===== config.mk =====
export PLATFORM = sky130hd
export DESIGN_NAME = t_toggle_decoder
export DESIGN_NICKNAME = d
export VERILOG_FILES = /design/src/rtl/t_fsm_pkg.sv /design/src/rtl/t_toggle_bitrec.sv /design/src/rtl/t_toggle_decoder.sv
export SDC_FILE = /design/constraint.sdc
export NUM_CORES = 1
export LEC_CHECK = 0
export CAP_MARGIN = 5
export CORE_AREA = 2 2 53 55
export DETAILED_ROUTE_END_ITERATION = 8
export DIE_AREA = 0 0 55 57
export PLACE_DENSITY_LB_ADDON = 0.25
export SLEW_MARGIN = 20
export SYNTH_ARGS = -nofsm -noshare
export SYNTH_HDL_FRONTEND = slang
export SYNTH_SLANG_ARGS = --single-unit

===== constraint.sdc =====
create_clock -name clk -period 1.5 [get_ports clk]
set_clock_uncertainty 0.2 [all_clocks]
set_input_delay 0.3 -clock clk [delete_from_list [all_inputs] [get_ports clk]]
set_output_delay 0.3 -clock clk [all_outputs]
set_load 0.1 [all_outputs]

===== src/rtl/t_fsm_pkg.sv =====
// Shared types and constants for the toggle line decoder and its matching moore_t encoder.
// Build macro TOGGLE_DEC_PARITY_EN appends one even-parity bit to every frame.
package t_fsm_pkg;

    typedef enum logic {
        S_RECV = 1'b0,
        S_FULL = 1'b1
    } state_t;

    // Line level both ends agree on after reset.
    localparam logic Z_INIT_DEFAULT = 1'b0;

`ifdef TOGGLE_DEC_PARITY_EN
    localparam int PARITY_BITS = 1;
`else
    localparam int PARITY_BITS = 0;
`endif

    function automatic int frame_len(input int w);
        return w + PARITY_BITS;
    endfunction

endpackage


===== src/rtl/t_toggle_bitrec.sv =====
// Bit recovery for a toggle-encoded line: each sampled level is XORed with the previous
// sampled level to recover one data bit. Exposes the bit combinationally and registered.
module t_toggle_bitrec
    import t_fsm_pkg::*;
#(
    parameter logic Z_INIT = Z_INIT_DEFAULT
) (
    input  logic clk,
    input  logic reset,
    input  logic i_z_in,
    input  logic i_z_valid,
    output logic o_bit,
    output logic o_x_out,
    output logic o_x_valid
);

    logic r_z_prev;
    logic r_x_out;
    logic r_x_valid;
    logic w_bit;

    assign w_bit     = i_z_in ^ r_z_prev;
    assign o_bit     = w_bit;
    assign o_x_out   = r_x_out;
    assign o_x_valid = r_x_valid;

    // z_prev only advances on sampled cycles, so idle gaps of any length are harmless.
    always_ff @(posedge clk) begin
        if (reset) begin
            r_z_prev  <= Z_INIT;
            r_x_out   <= 1'b0;
            r_x_valid <= 1'b0;
        end else begin
            r_x_valid <= i_z_valid;
            if (i_z_valid) begin
                r_z_prev <= i_z_in;
                r_x_out  <= w_bit;
            end
        end
    end

endmodule


===== src/rtl/t_toggle_decoder.sv =====
// Toggle line decoder: recovers bits, assembles W-bit words LSB first and offers them on a
// valid/ready port with sticky overflow. Macro TOGGLE_DEC_PARITY_EN adds an even-parity check.
module t_toggle_decoder
    import t_fsm_pkg::*;
#(
    parameter int   W      = 8,
    parameter logic Z_INIT = Z_INIT_DEFAULT
) (
    input  logic         clk,
    input  logic         reset,
    input  logic         z_in,
    input  logic         z_valid,
    output logic         x_out,
    output logic         x_valid,
    output logic [W-1:0] data_out,
    output logic         data_valid,
    input  logic         data_ready,
    output logic         overflow,
    output logic         parity_err
);

    localparam int FRAME_LEN = frame_len(W);
    localparam int CNT_W     = $clog2(FRAME_LEN);
    localparam logic [CNT_W-1:0] LAST_CNT = CNT_W'(FRAME_LEN - 1);

    logic             w_bit;
    logic             w_last;
    logic [W-1:0]     w_word;
    logic [CNT_W-1:0] r_bit_cnt;
    logic [W-1:0]     r_shift;
    logic [W-1:0]     r_data_out;
    logic             r_data_valid;
    logic             r_overflow;
    logic             w_load_perr;
    logic             r_parity_err;
    state_t           r_state;

    t_toggle_bitrec #(
        .Z_INIT(Z_INIT)
    ) u_bitrec (
        .clk      (clk),
        .reset    (reset),
        .i_z_in   (z_in),
        .i_z_valid(z_valid),
        .o_bit    (w_bit),
        .o_x_out  (x_out),
        .o_x_valid(x_valid)
    );

    assign w_last = z_valid && (r_bit_cnt == LAST_CNT);

    // Word as it stands with the current bit dropped into its slot; the parity bit
    // position matches no data slot, so it never lands in the word.
    for (genvar gi = 0; gi < W; gi++) begin : g_word
        assign w_word[gi] = (r_bit_cnt == CNT_W'(gi)) ? w_bit : r_shift[gi];
    end

`ifdef TOGGLE_DEC_PARITY_EN
    assign w_load_perr = (^r_shift) ^ w_bit;
`else
    assign w_load_perr = 1'b0;
`endif

    always_ff @(posedge clk) begin
        if (reset) begin
            r_bit_cnt <= '0;
            r_shift   <= '0;
        end else if (z_valid) begin
            r_shift   <= w_word;
            r_bit_cnt <= w_last ? '0 : r_bit_cnt + 1'b1;
        end
    end

    always_ff @(posedge clk) begin
        if (reset) begin
            r_state      <= S_RECV;
            r_data_out   <= '0;
            r_data_valid <= 1'b0;
            r_overflow   <= 1'b0;
            r_parity_err <= 1'b0;
        end else begin
            case (r_state)
                S_RECV: begin
                    if (w_last) begin
                        r_data_out   <= w_word;
                        r_parity_err <= w_load_perr;
                        r_data_valid <= 1'b1;
                        r_state      <= S_FULL;
                    end
                end
                S_FULL: begin
                    if (w_last && data_ready) begin
                        // Consumer takes the old word as the next one lands: no bubble.
                        r_data_out   <= w_word;
                        r_parity_err <= w_load_perr;
                    end else if (w_last) begin
                        r_overflow <= 1'b1;
                    end else if (data_ready) begin
                        r_data_valid <= 1'b0;
                        r_parity_err <= 1'b0;
                        r_state      <= S_RECV;
                    end
                end
                default: begin
                    r_state      <= S_RECV;
                    r_data_valid <= 1'b0;
                end
            endcase
        end
    end

    assign data_out   = r_data_out;
    assign data_valid = r_data_valid;
    assign overflow   = r_overflow;
    assign parity_err = r_parity_err;

endmodule

==> report_table.html <==
<table>
<tr><th>Metric</th><th>Value</th></tr>
<tr><th colspan="2">STA</th></tr>
<tr><td>Worst setup slack after layout</td><td>-0.0394 ns</td></tr>
<tr><td>Fmax</td><td>650 MHz</td></tr>
<tr><td>Final setup viols</td><td>9</td></tr>
<tr><td>Worst hold margin</td><td>0.232 ns</td></tr>
<tr><td>Final hold violation count</td><td>0</td></tr>
<tr><td>Ratio of final minimum period to clock period</td><td>103%</td></tr>
<tr><td>Total count of max-transition violations in the final report</td><td>0</td></tr>
<tr><td>Post-layout min period</td><td>1.54 ns</td></tr>
<tr><td>Fin Setup TNS</td><td>-0.114 ns</td></tr>
<tr><td>RSZ-0062 raised after global routing</td><td>yes</td></tr>
<tr><th colspan="2">Floorplan</th></tr>
<tr><td>Die Footprint</td><td>about 0.0031 mm^2</td></tr>
<tr><td>Area of the placeable core</td><td>0.00262 mm^2</td></tr>
<tr><td>Row cnt</td><td>19</td></tr>
<tr><td>Die Span X</td><td>55 um</td></tr>
<tr><td>Io pins</td><td>18</td></tr>
<tr><td>Effective utilization at floorplan</td><td>43.1%</td></tr>
<tr><td>Die height</td><td>57 um</td></tr>
<tr><th colspan="2">Layout</th></tr>
<tr><td>Share of post-route cells with drive strength above 1</td><td>54.7%</td></tr>
<tr><td>Layout overhead on the synthesized area</td><td>70.0%</td></tr>
<tr><td>Total number of nets in the final design</td><td>182</td></tr>
<tr><td>Highest-count cells in the layout ignoring fill and taps</td><td>sky130_fd_sc_hd__buf_4 (24), sky130_fd_sc_hd__dfxtp_1 (19), sky130_fd_sc_hd__buf_12 (13)</td></tr>
<tr><td>Non-filler instance count after layout</td><td>around 200</td></tr>
<tr><td>Core occupancy in the finished layout</td><td>between 70% and 80%</td></tr>
<tr><td>Fin area</td><td>0.00192 mm^2</td></tr>
<tr><td>Most frequent standard cell in the layout excluding fill and tap cells</td><td>sky130_fd_sc_hd__buf_4</td></tr>
<tr><td>Number of filler cells placed in the layout</td><td>194</td></tr>
<tr><td>Ant diodes</td><td>0</td></tr>
<tr><th colspan="2">Placed design</th></tr>
<tr><td>Final RePlAce weighted congestion</td><td>0.804</td></tr>
<tr><td>Standard cell area after detailed placement</td><td>0.00158 mm^2</td></tr>
<tr><td>Cell Count Post-Placement</td><td>187</td></tr>
<tr><td>IO buf count</td><td>16</td></tr>
<tr><td>DPL Wire Length</td><td>1810 um</td></tr>
<tr><td>Placement Setup Slack</td><td>-0.465 ns</td></tr>
<tr><th colspan="2">Pwr</th></tr>
<tr><td>Switching share of power</td><td>26.2%</td></tr>
<tr><td>Combinational share of power</td><td>between 20% and 30%</td></tr>
<tr><td>Sequential cell fraction of total power</td><td>46.4%</td></tr>
<tr><td>Clock power frac</td><td>32.9%</td></tr>
<tr><td>Sum of internal, switching and leakage power</td><td>roughly 1.4 mW</td></tr>
<tr><td>Peak ir drop on the vdd network</td><td>0.586 mV</td></tr>
<tr><td>Internal power</td><td>around 1.1 mW</td></tr>
<tr><td>Static leakage</td><td>0.748 nW</td></tr>
<tr><td>Power per cell area</td><td>between 700 and 800 mW/mm^2</td></tr>
<tr><td>P_sw</td><td>0.379 mW</td></tr>
<tr><th colspan="2">Detailed routing</th></tr>
<tr><td>Antenna violation net count after detailed routing</td><td>0</td></tr>
<tr><td>Number of design-rule violations left by the first detailed-router iteration</td><td>30</td></tr>
<tr><td>Routed wire length</td><td>3160 um</td></tr>
<tr><td>Ratio of routed vias to standard cells</td><td>around 5.5</td></tr>
<tr><td>Pre-Repair DR Iteration Count</td><td>4</td></tr>
<tr><td>Via count</td><td>1101</td></tr>
<tr><td>Drt wl/cell</td><td>15.7 um</td></tr>
<tr><td>Drt drc</td><td>0</td></tr>
<tr><th colspan="2">Synthesis</th></tr>
<tr><td>Cell area after technology mapping</td><td>approximately 0.0011 mm^2</td></tr>
<tr><td>Fraction of the mapped netlist area in compound gates</td><td>between 10% and 20%</td></tr>
<tr><td>Cell taking the most area after synthesis</td><td>sky130_fd_sc_hd__dfxtp_1</td></tr>
<tr><td>Average instance area after synthesis</td><td>approximately 9 um^2</td></tr>
<tr><td>Count of different cell masters after synthesis</td><td>31</td></tr>
<tr><td>Proportion of synthesized area in mux cells</td><td>3.55%</td></tr>
<tr><td>Simple-gate area share of the yosys netlist</td><td>23.9%</td></tr>
<tr><td>Top-area cell type share of the netlist area</td><td>42.6%</td></tr>
<tr><td>Largest family of logic cells by synthesized area</td><td>simple AND/OR/NAND/NOR gates</td></tr>
<tr><td>Synthesized netlist net count</td><td>137</td></tr>
<tr><td>Cell types with the largest area share after synthesis</td><td>sky130_fd_sc_hd__dfxtp_1 (43%), sky130_fd_sc_hd__a21oi_1 (6.7%), sky130_fd_sc_hd__ha_1 (6.7%), sky130_fd_sc_hd__nor2_1 (4.7%), sky130_fd_sc_hd__nand2_1 (3.7%)</td></tr>
<tr><td>Flip-flop and latch count after synthesis</td><td>24</td></tr>
<tr><td>Post-synthesis share of cell area spent on xor and xnor gates</td><td>1.44%</td></tr>
<tr><td>Yosys Warn Count</td><td>0</td></tr>
<tr><td>Sequential area share after synthesis</td><td>between 40% and 50%</td></tr>
<tr><td>Synthesized-area fraction occupied by adder cells</td><td>between 6 and 7%</td></tr>
<tr><td>Gate count of the mapped netlist</td><td>between 100 and 150</td></tr>
<tr><th colspan="2">GRT</th></tr>
<tr><td>Global-route wire length before repair</td><td>around 4300 um</td></tr>
<tr><td>Via count of the first global-routing pass</td><td>998</td></tr>
<tr><td>Sum of overflow across all layers after global routing</td><td>0</td></tr>
<tr><td>Global routing usage summed across all routing layers</td><td>18.7%</td></tr>
<tr><td>Maximum number of pins on one net before global-route repair</td><td>25</td></tr>
<tr><td>Number of antenna violations at the first check in global routing</td><td>0</td></tr>
<tr><th colspan="2">Setup path</th></tr>
<tr><td>Count of buffer and inverter cells on the critical path</td><td>1</td></tr>
<tr><td>CP Launch Point</td><td>r_bit_cnt[1]$_SDFFE_PP0P_</td></tr>
<tr><td>CP max stage delay</td><td>about 0.38 ns</td></tr>
<tr><td>Critical Path Sink Type</td><td>flip-flop</td></tr>
<tr><td>Cell with the largest stage delay on the worst path</td><td>sky130_fd_sc_hd__dfxtp_4</td></tr>
<tr><td>Worst reg-to-reg setup slack</td><td>-0.04 ns</td></tr>
<tr><td>Worst Path Required</td><td>about 1.5 ns</td></tr>
<tr><td>Depth of the critical timing path with buffers and inverters included</td><td>6</td></tr>
<tr><td>Worst R2R Path Depth</td><td>6</td></tr>
<tr><td>Critical Path Fanout Max</td><td>3</td></tr>
<tr><td>CP Class</td><td>flip-flop to flip-flop</td></tr>
<tr><td>Data arrival time of the worst path</td><td>1.56 ns</td></tr>
<tr><td>Worst R2R Start</td><td>r_bit_cnt[1]$_SDFFE_PP0P_</td></tr>
<tr><td>Critical Path Start Type</td><td>flip-flop</td></tr>
<tr><td>Cell family contributing the most delay on the critical path</td><td>simple AND/OR/NAND/NOR gates</td></tr>
<tr><td>Destination of the critical timing path</td><td>data_out[2]$_SDFFE_PP0P_</td></tr>
<tr><td>Worst r2r dst</td><td>data_out[2]$_SDFFE_PP0P_</td></tr>
<tr><td>Sequence of cells on the critical path</td><td>buf_6 &gt; ha_4 &gt; and2b_1 &gt; or2_1 &gt; nand3_1 &gt; a21oi_2</td></tr>
<tr><th colspan="2">Flow run</th></tr>
<tr><td>Max-cap violation count</td><td>0</td></tr>
<tr><th colspan="2">Run status</th></tr>
<tr><td>Violations in the final reports</td><td>negative setup slack</td></tr>
<tr><td>Result of the run</td><td>finished, violations left</td></tr>
<tr><th colspan="2">Clocking</th></tr>
<tr><td>TritonCTS Buffers</td><td>3</td></tr>
<tr><td>Maximum clock insertion buffer count</td><td>2</td></tr>
<tr><td>Source-to-sink clock delay at the later pin of the worst-skew pair</td><td>0.32 ns</td></tr>
<tr><td>CTS H-tree depth</td><td>1</td></tr>
<tr><td>Buffer type at the clock tree root</td><td>sky130_fd_sc_hd__clkbuf_4</td></tr>
<tr><td>Clock-pin slew reported for the worst setup and hold paths after clock tree synthesis</td><td>0.13 ns</td></tr>
<tr><td>Hold-fix buffers at CTS</td><td>0</td></tr>
<tr><td>Clk sinks</td><td>24</td></tr>
<tr><td>Clock tree from TritonCTS</td><td>built</td></tr>
<tr><th colspan="2">Worst hold path</th></tr>
<tr><td>Class of the tightest hold or removal check</td><td>input pin to flip-flop</td></tr>
</table>
synth_stat cells (all sizes together):
cell type	number
inv	3
xnor2	1
conb	1
o211ai	1
nor2	15
ha	6
and2b	2
nand2b	4
nor2b	3
or2	3
a21oi	15
a31oi	4
buf	5
a311oi	2
clkbuf	3
nand3	7
dfxtp	24
nand2	15
mux2i	4
a211oi	5
and3	3
registers in the layout (all words and copies together) (netlist names):
name / count
overflow: 1
r_shift: 7
u_bitrec.r_z_prev: 1
r_state: 1
u_bitrec.o_x_out: 1
data_valid: 1
u_bitrec.o_x_valid: 1
data_out: 8
r_bit_cnt: 3
metal layers:
layer,up-vias,track usage (%),routed length [um]
met5,-,0,0
li1,520,-,-
met1,537,25.3,1240
met2,34,29.1,1710
met3,10,2.88,148
met4,0,8.01,73
cells by family after synthesis:
kind of cell | Yosys count
DFF | 24
and+or+nand+nor | 52
muxes | 4
other | 1
buffers and inverters | 11
adders and majority gates | 6
AOI/OAI and AO/OA | 27
xor gates and xnor gates | 1
how the worst min path moves through the flow:
stage,end,depth (start not counted),startpoint
5_1_grt,u_bitrec.r_z_prev$_SDFFE_PP0P_,3,z_in
2_1_floorplan,data_valid$_SDFFE_PP0P_,1,data_ready
3_3_place_gp,r_shift[1]$_SDFFE_PP0P_,2,r_shift[1]$_SDFFE_PP0P_
6_report,u_bitrec.r_z_prev$_SDFFE_PP0P_,3,z_in
3_5_place_dp,r_shift[2]$_SDFFE_PP0P_,2,r_shift[2]$_SDFFE_PP0P_
4_1_cts,r_shift[2]$_SDFFE_PP0P_,2,r_shift[2]$_SDFFE_PP0P_
area by class of cell:
class	instances	area, um^2	share of cell area, %
Multi-Input combinational cell	92	768	40.1
Timing Repair Buffer	47	554	28.9
Sequential cell	24	492	25.7
Tap cell	31	38.8	2.02
Clock inverter	1	30.0	1.57
Clock buffer	3	22.5	1.17
Inverter	3	11.3	0.587
power groups by stage:
stage,clock [mW],combinational [mW],sequential (mW)
2_1_floorplan,0,0.122,0.705
3_3_place_gp,0,0.226,0.681
3_5_place_dp,0,0.237,0.682
4_1_cts,0.476,0.277,0.671
5_1_grt,0.504,0.318,0.674
6_report,0.477,0.300,0.672
worst min-delay path, cell delays in order:
cell                             delay [ns]
sky130_fd_sc_hd__dlymetal6s2s_1        0.21
sky130_fd_sc_hd__mux2i_1               0.12
sky130_fd_sc_hd__nor2_1                0.08
repair_timing:
item                                    4_1_cts  5_1_grt
setup buffers                                 7        2
endpoints found under the setup margin       14       16
pin swaps                                    11       15
cloned                                        1        0
resized for setup                            18       34
Note: power is estimated with default switching activity, not from simulation.
